`src/rtl/red_pitaya_sort_pulser.sv`:
```
// Sort pulser: turns a FADS sort trigger into a bipolar square-wave burst for the HV DAC.
// Optional statistics counters are built when SORT_PULSER_STATS_EN is defined.
module red_pitaya_sort_pulser #(
  parameter int DW = 14,
  parameter int PW = 16,
  parameter int CW = 32
) (
  input  logic          adc_clk_i,
  input  logic          adc_rst_i,
  input  logic          sort_trig_i,
  input  logic          enable_i,
  input  logic [PW-1:0] half_period_i,
  input  logic [PW-1:0] num_cycles_i,
  input  logic [DW-2:0] amplitude_i,
  input  logic [PW-1:0] holdoff_i,
  output logic [DW-1:0] dac_o,
  output logic          hv_gate_o,
  output logic          busy_o,
  output logic [CW-1:0] fired_cnt_o,
  output logic [CW-1:0] missed_cnt_o
);

  typedef enum logic [1:0] {S_IDLE, S_POS, S_NEG, S_HOLD} state_t;

  state_t                state_q, state_d;
  logic                  trig_q, armed_q;
  logic [PW-1:0]         cnt_q, cnt_d;
  logic [PW-1:0]         ncyc_q, ncyc_d;
  logic [PW-1:0]         hp_q, hp_d;
  logic [PW-1:0]         hold_q, hold_d;
  logic [DW-2:0]         amp_q, amp_d;
  logic signed [DW-1:0]  dac_q, dac_d;
  logic                  gate_q, gate_d;
  logic                  rise;
  logic [PW-1:0]         hp_eff;

  function automatic logic signed [DW-1:0] pos_sample(input logic [DW-2:0] a);
    return $signed({1'b0, a});
  endfunction

  function automatic logic signed [DW-1:0] neg_sample(input logic [DW-2:0] a);
    return -$signed({1'b0, a});
  endfunction

  // armed_q masks the first edge after reset so a trigger already high cannot fire
  assign rise   = sort_trig_i && !trig_q && armed_q;
  assign hp_eff = (half_period_i == '0) ? PW'(1) : half_period_i;

  always_comb begin
    state_d = state_q;
    cnt_d   = cnt_q;
    ncyc_d  = ncyc_q;
    hp_d    = hp_q;
    hold_d  = hold_q;
    amp_d   = amp_q;
    dac_d   = dac_q;
    gate_d  = gate_q;
    case (state_q)
      S_IDLE: begin
        dac_d  = '0;
        gate_d = 1'b0;
        if (rise && enable_i && (num_cycles_i != '0)) begin
          hp_d    = hp_eff;
          hold_d  = holdoff_i;
          amp_d   = amplitude_i;
          ncyc_d  = num_cycles_i;
          cnt_d   = hp_eff - PW'(1);
          dac_d   = pos_sample(amplitude_i);
          gate_d  = 1'b1;
          state_d = S_POS;
        end
      end
      S_POS: begin
        if (cnt_q == '0) begin
          cnt_d   = hp_q - PW'(1);
          dac_d   = neg_sample(amp_q);
          state_d = S_NEG;
        end else begin
          cnt_d = cnt_q - PW'(1);
        end
      end
      S_NEG: begin
        if (cnt_q != '0) begin
          cnt_d = cnt_q - PW'(1);
        end else if (ncyc_q != PW'(1)) begin
          ncyc_d  = ncyc_q - PW'(1);
          cnt_d   = hp_q - PW'(1);
          dac_d   = pos_sample(amp_q);
          state_d = S_POS;
        end else begin
          dac_d  = '0;
          gate_d = 1'b0;
          if (hold_q == '0) begin
            state_d = S_IDLE;
          end else begin
            cnt_d   = hold_q - PW'(1);
            state_d = S_HOLD;
          end
        end
      end
      S_HOLD: begin
        if (cnt_q == '0) state_d = S_IDLE;
        else             cnt_d   = cnt_q - PW'(1);
      end
      default: state_d = S_IDLE;
    endcase
    // enable low overrides any active phase and skips holdoff
    if (!enable_i && (state_q != S_IDLE)) begin
      state_d = S_IDLE;
      dac_d   = '0;
      gate_d  = 1'b0;
    end
  end

  always_ff @(posedge adc_clk_i or posedge adc_rst_i) begin
    if (adc_rst_i) begin
      state_q <= S_IDLE;
      trig_q  <= 1'b0;
      armed_q <= 1'b0;
      cnt_q   <= '0;
      ncyc_q  <= '0;
      hp_q    <= '0;
      hold_q  <= '0;
      amp_q   <= '0;
      dac_q   <= '0;
      gate_q  <= 1'b0;
    end else begin
      state_q <= state_d;
      trig_q  <= sort_trig_i;
      armed_q <= 1'b1;
      cnt_q   <= cnt_d;
      ncyc_q  <= ncyc_d;
      hp_q    <= hp_d;
      hold_q  <= hold_d;
      amp_q   <= amp_d;
      dac_q   <= dac_d;
      gate_q  <= gate_d;
    end
  end

  assign dac_o     = dac_q;
  assign hv_gate_o = gate_q;
  assign busy_o    = (state_q != S_IDLE);

`ifdef SORT_PULSER_STATS_EN
  logic [CW-1:0] fired_q, fired_d, missed_q, missed_d;
  logic          accept, drop;

  assign accept = rise && (state_q == S_IDLE) && enable_i && (num_cycles_i != '0);
  assign drop   = rise && (state_q != S_IDLE);

  always_comb begin
    fired_d  = fired_q + CW'(accept);
    missed_d = missed_q + CW'(drop);
  end

  always_ff @(posedge adc_clk_i or posedge adc_rst_i) begin
    if (adc_rst_i) begin
      fired_q  <= '0;
      missed_q <= '0;
    end else begin
      fired_q  <= fired_d;
      missed_q <= missed_d;
    end
  end

  assign fired_cnt_o  = fired_q;
  assign missed_cnt_o = missed_q;
`else
  assign fired_cnt_o  = '0;
  assign missed_cnt_o = '0;
`endif

endmodule
```
`config.mk`:
```
export PLATFORM = sky130hd
export DESIGN_NAME = red_pitaya_sort_pulser
export DESIGN_NICKNAME = d
export VERILOG_FILES = /design/src/rtl/red_pitaya_sort_pulser.sv
export SDC_FILE = /design/constraint.sdc
export NUM_CORES = 1
export LEC_CHECK = 0
export ABC_CLOCK_PERIOD_IN_PS = 6000
export BUFFER_PORTS_ARGS = -buffer_cell sky130_fd_sc_hd__buf_2
export CORE_MARGIN = 8
export CORE_UTILIZATION = 45
export DETAILED_ROUTE_END_ITERATION = 12
export GPL_TIMING_DRIVEN = 0
export HOLD_SLACK_MARGIN = 0.03
export PLACE_DENSITY = 0.68
export SYNTH_ARGS = -nofsm -noshare
export SYNTH_HDL_FRONTEND = slang
export SYNTH_SLANG_ARGS = --single-unit
```
`constraint.sdc`:
```
create_clock -name adc_clk_i -period 6 [get_ports adc_clk_i]
set_clock_uncertainty 0.2 [all_clocks]
set_input_delay 1.2 -clock adc_clk_i [delete_from_list [all_inputs] [get_ports adc_clk_i]]
set_output_delay 1.2 -clock adc_clk_i [all_outputs]
set_load 0.02 [all_outputs]
```
==> metrics.cfg <==
[setup_path]
path_cells=buf_2 -> nor4_1 -> nand4_1 -> nor3_1 -> nor2_1 -> ha_1 -> nand3b_1 -> nor4_1 -> xnor2_1 -> nand2_1 -> a31o_2 -> a32o_1
crit_path_start_kind=primary input
cp.arrival_ns=4.05
crit_path_max_incr_delay_ns=0.57
cp-end-kind=flop
crit_family=simple AND/OR/NAND/NOR gates
path_buf_inv=1
cp.required_ns=6.05
cp_common_cell=nor4_1
cp_slowest_cell=nor4_1
worstSetupPathType=primary input to flop
cp_max_fo=8

[drt]
wl_um=19000
remaining_drc_errors=0
topRoutingLayerUsed=met4
vias_per_cell=5.37
first_pass_iters=5
wire_per_inst_um=16.2
dr_wl_met2_um=8610
drtAntennaViolNets=0
met3_length_um=1130
drt_iter0_markers=585
route.layer.met1.wl_um=8830
vias=6283

[timing]
rsz0062_at_grt=false
setup_viol=0
slew_headroom_pct=41.1
slew_viol_final=0
holdWs_ns=0.275
max_freq_mhz=250
hold_viol_final=0
fin_ws_ns=2.00
tns_ns=0
post-route-period-util_pct=66.6
fin_crit_ns=4.00
worstMarginPinSlew_ns=0.875

[place]
gp_congestion=0.883
place_ws_ns=1.64
place_area_um2=7720
dp_hpwl_um=14600
io_buffers=80

[cells_and_area]
finalInstanceArea_um2=8020
area_delta_synth_final_pct=17.5
nets=1054
n_antenna_cell=0
drive_gt1_share_pct=22.4
final_core_util_pct=53.3

[synthesis]
async_flop_share_pct=100
ys_dominant_reg_cell=dfrtp_1
syn_area_per_cell_um2=8.31
synth_cell_types=68
ys_warn_count=0
syn_area_um2=6820
ys_ff_latch=96
synth_cells=821
yosysSeqAreaShare_pct=35.2
synth-edff-count=0

[global_route]
overflow=0
antenna_found_initial=0
grt_max_degree=58
grt_use_total_pct=19.5
grt_pass1_wl_um=30900
grt_pass1_vias=6056

[run]
maxCapViolations=0

[pwr]
powerDensity_nw_per_um2=481
p_leak_nw=3.69
max-vdd-ir-drop_mv=0.214

[clocking]
cts.clk_slew.worst_paths_ns=0.07
cts_inserted_buffers=9
cts_tree=done
clkLatencyLatePin_ns=0.36
cts_root_buf=clkbuf_16
htreeDepth=3
hold_buffers=0
cts_resized=0
clk_path_buf_depth=2
cts.sinks=96
cts_setup_buffers=0

[floorplan]
num_io_pins=145
chipWidth_um=139
die_area_um2=19400
initial_core_util_pct=45.4
rows=45
core_region_area_um2=15000
die_h_um=139

[run_status]
outcome=complete, no violations

[min_path]
min_path_type=flop to flop

==> placed cells by master (no fill, tap or decap), types with 10 or more instances in the layout <==
cell type and n:
xnor2_1 25, dfrtp_1 96, nand2_1 137, clkbuf_1 29
o21ai_2 10, nor2_1 50, o31ai_1 14, o22ai_1 13
or3_1 14, conb_1 65, o21ai_0 43, nor4_1 23
a21oi_1 32, a22oi_1 25, nand3_1 21, or4_1 11
buf_4 64, xor2_1 16, nor3_1 27, mux2_2 20
buf_2 84, ha_1 13, inv_1 22
==> routing by layer <==
metal	vias up	GRT usage, %
met1	2904	26.1
met5	-	0
met3	26	4.27
met4	0	6.70
li1	3137	-
met2	216	30.6
==> flip-flops by register name (all words and copies together) (netlist names) <==
register / count
cnt_q: 16
hp_q: 16
dac_o: 14
state_q: 2
ncyc_q: 16
hold_q: 16
amp_q: 13
trig_q: 1
hv_gate_o: 1
armed_q: 1
==> tightest hold or removal path, stage by stage (launching register included) <==
cell and delay, ns:
dfrtp_1 0.34, nand2_1 0.06, o21ai_2 0.05
==> through the flow <==
step	std cells	total power, mW
3_3_place_gp	1152	3.23
2_1_floorplan	884	2.72
6_report	1169	3.86
5_1_grt	1169	4.16
4_1_cts	1169	3.84
3_5_place_dp	1153	3.26
==> cells by family after synthesis <==
group,share of synthesized area (%)
and+or+nand+nor,22.5
AOI/OAI and AO/OA,19.9
buffers and inverters,11.0
DFF,35.2
xor gates and xnor gates,5.26
muxes,3.74
adders and majority gates,2.38
other,0.110
==> cell usage after synthesis (7+ instances only) <==
master	instances	area [um2]
a21oi_1	32	160
inv_1	23	86.3
nor3_1	27	135
o21ai_0	43	215
a22oi_1	25	188
ha_1	13	163
dfrtp_1	96	2400
nor2_1	50	188
xnor2_1	25	219
o21ai_2	10	87.6
buf_4	64	480
nor4_1	23	144
o22ai_1	13	81.3
nand2_1	137	514
o21ai_1	7	35.0
or3_1	14	87.6
clkbuf_1	29	109
or4_1	11	82.6
mux2_2	20	225
o31ai_1	14	105
xor2_1	16	140
nand3_1	21	105
==> power by group <==
group	internal (mW)	switching [mW]	total, mW
clock	0.300	0.279	0.579
combinational	0.817	1.23	2.04
sequential	0.928	0.307	1.24
==> layout make-up <==
cell class              instances  area, um2
fillers                      1445       7020
flip-flops and latches         96       2400
clock inverters                 6       51.3
repair buffers                 81        428
well taps                     188        235
inverters                      23       88.8
clock buffers                  10        239
multi-input cells             662       3910
plain buffers                 103        662
==> worst paths after layout <==
| kind | start | endpoint | slack (ns) | depth (start not counted) |
|---|---|---|---|---|
| setup / recovery | half_period_i[5] | cnt_q[8]$_DFFE_PP0P_ | 2.00 | 12 |
| hold / removal | dac_o[3]$_DFFE_PP0P_ | dac_o[3]$_DFFE_PP0P_ | 0.27 | 2 |
| setup reg to reg | cnt_q[6]$_DFFE_PP0P_ | cnt_q[5]$_DFFE_PP0P_ | 2.66 | 8 |
| hold reg to reg | dac_o[3]$_DFFE_PP0P_ | dac_o[3]$_DFFE_PP0P_ | 0.27 | 2 |
| max in group asynchronous | adc_rst_i | hold_q[4]$_DFFE_PP0P_ | 4.24 | 3 |
| min in group asynchronous | adc_rst_i | ncyc_q[8]$_DFFE_PP0P_ | 0.69 | 2 |
No activity file was read; power rests on OpenSTA's default activity.
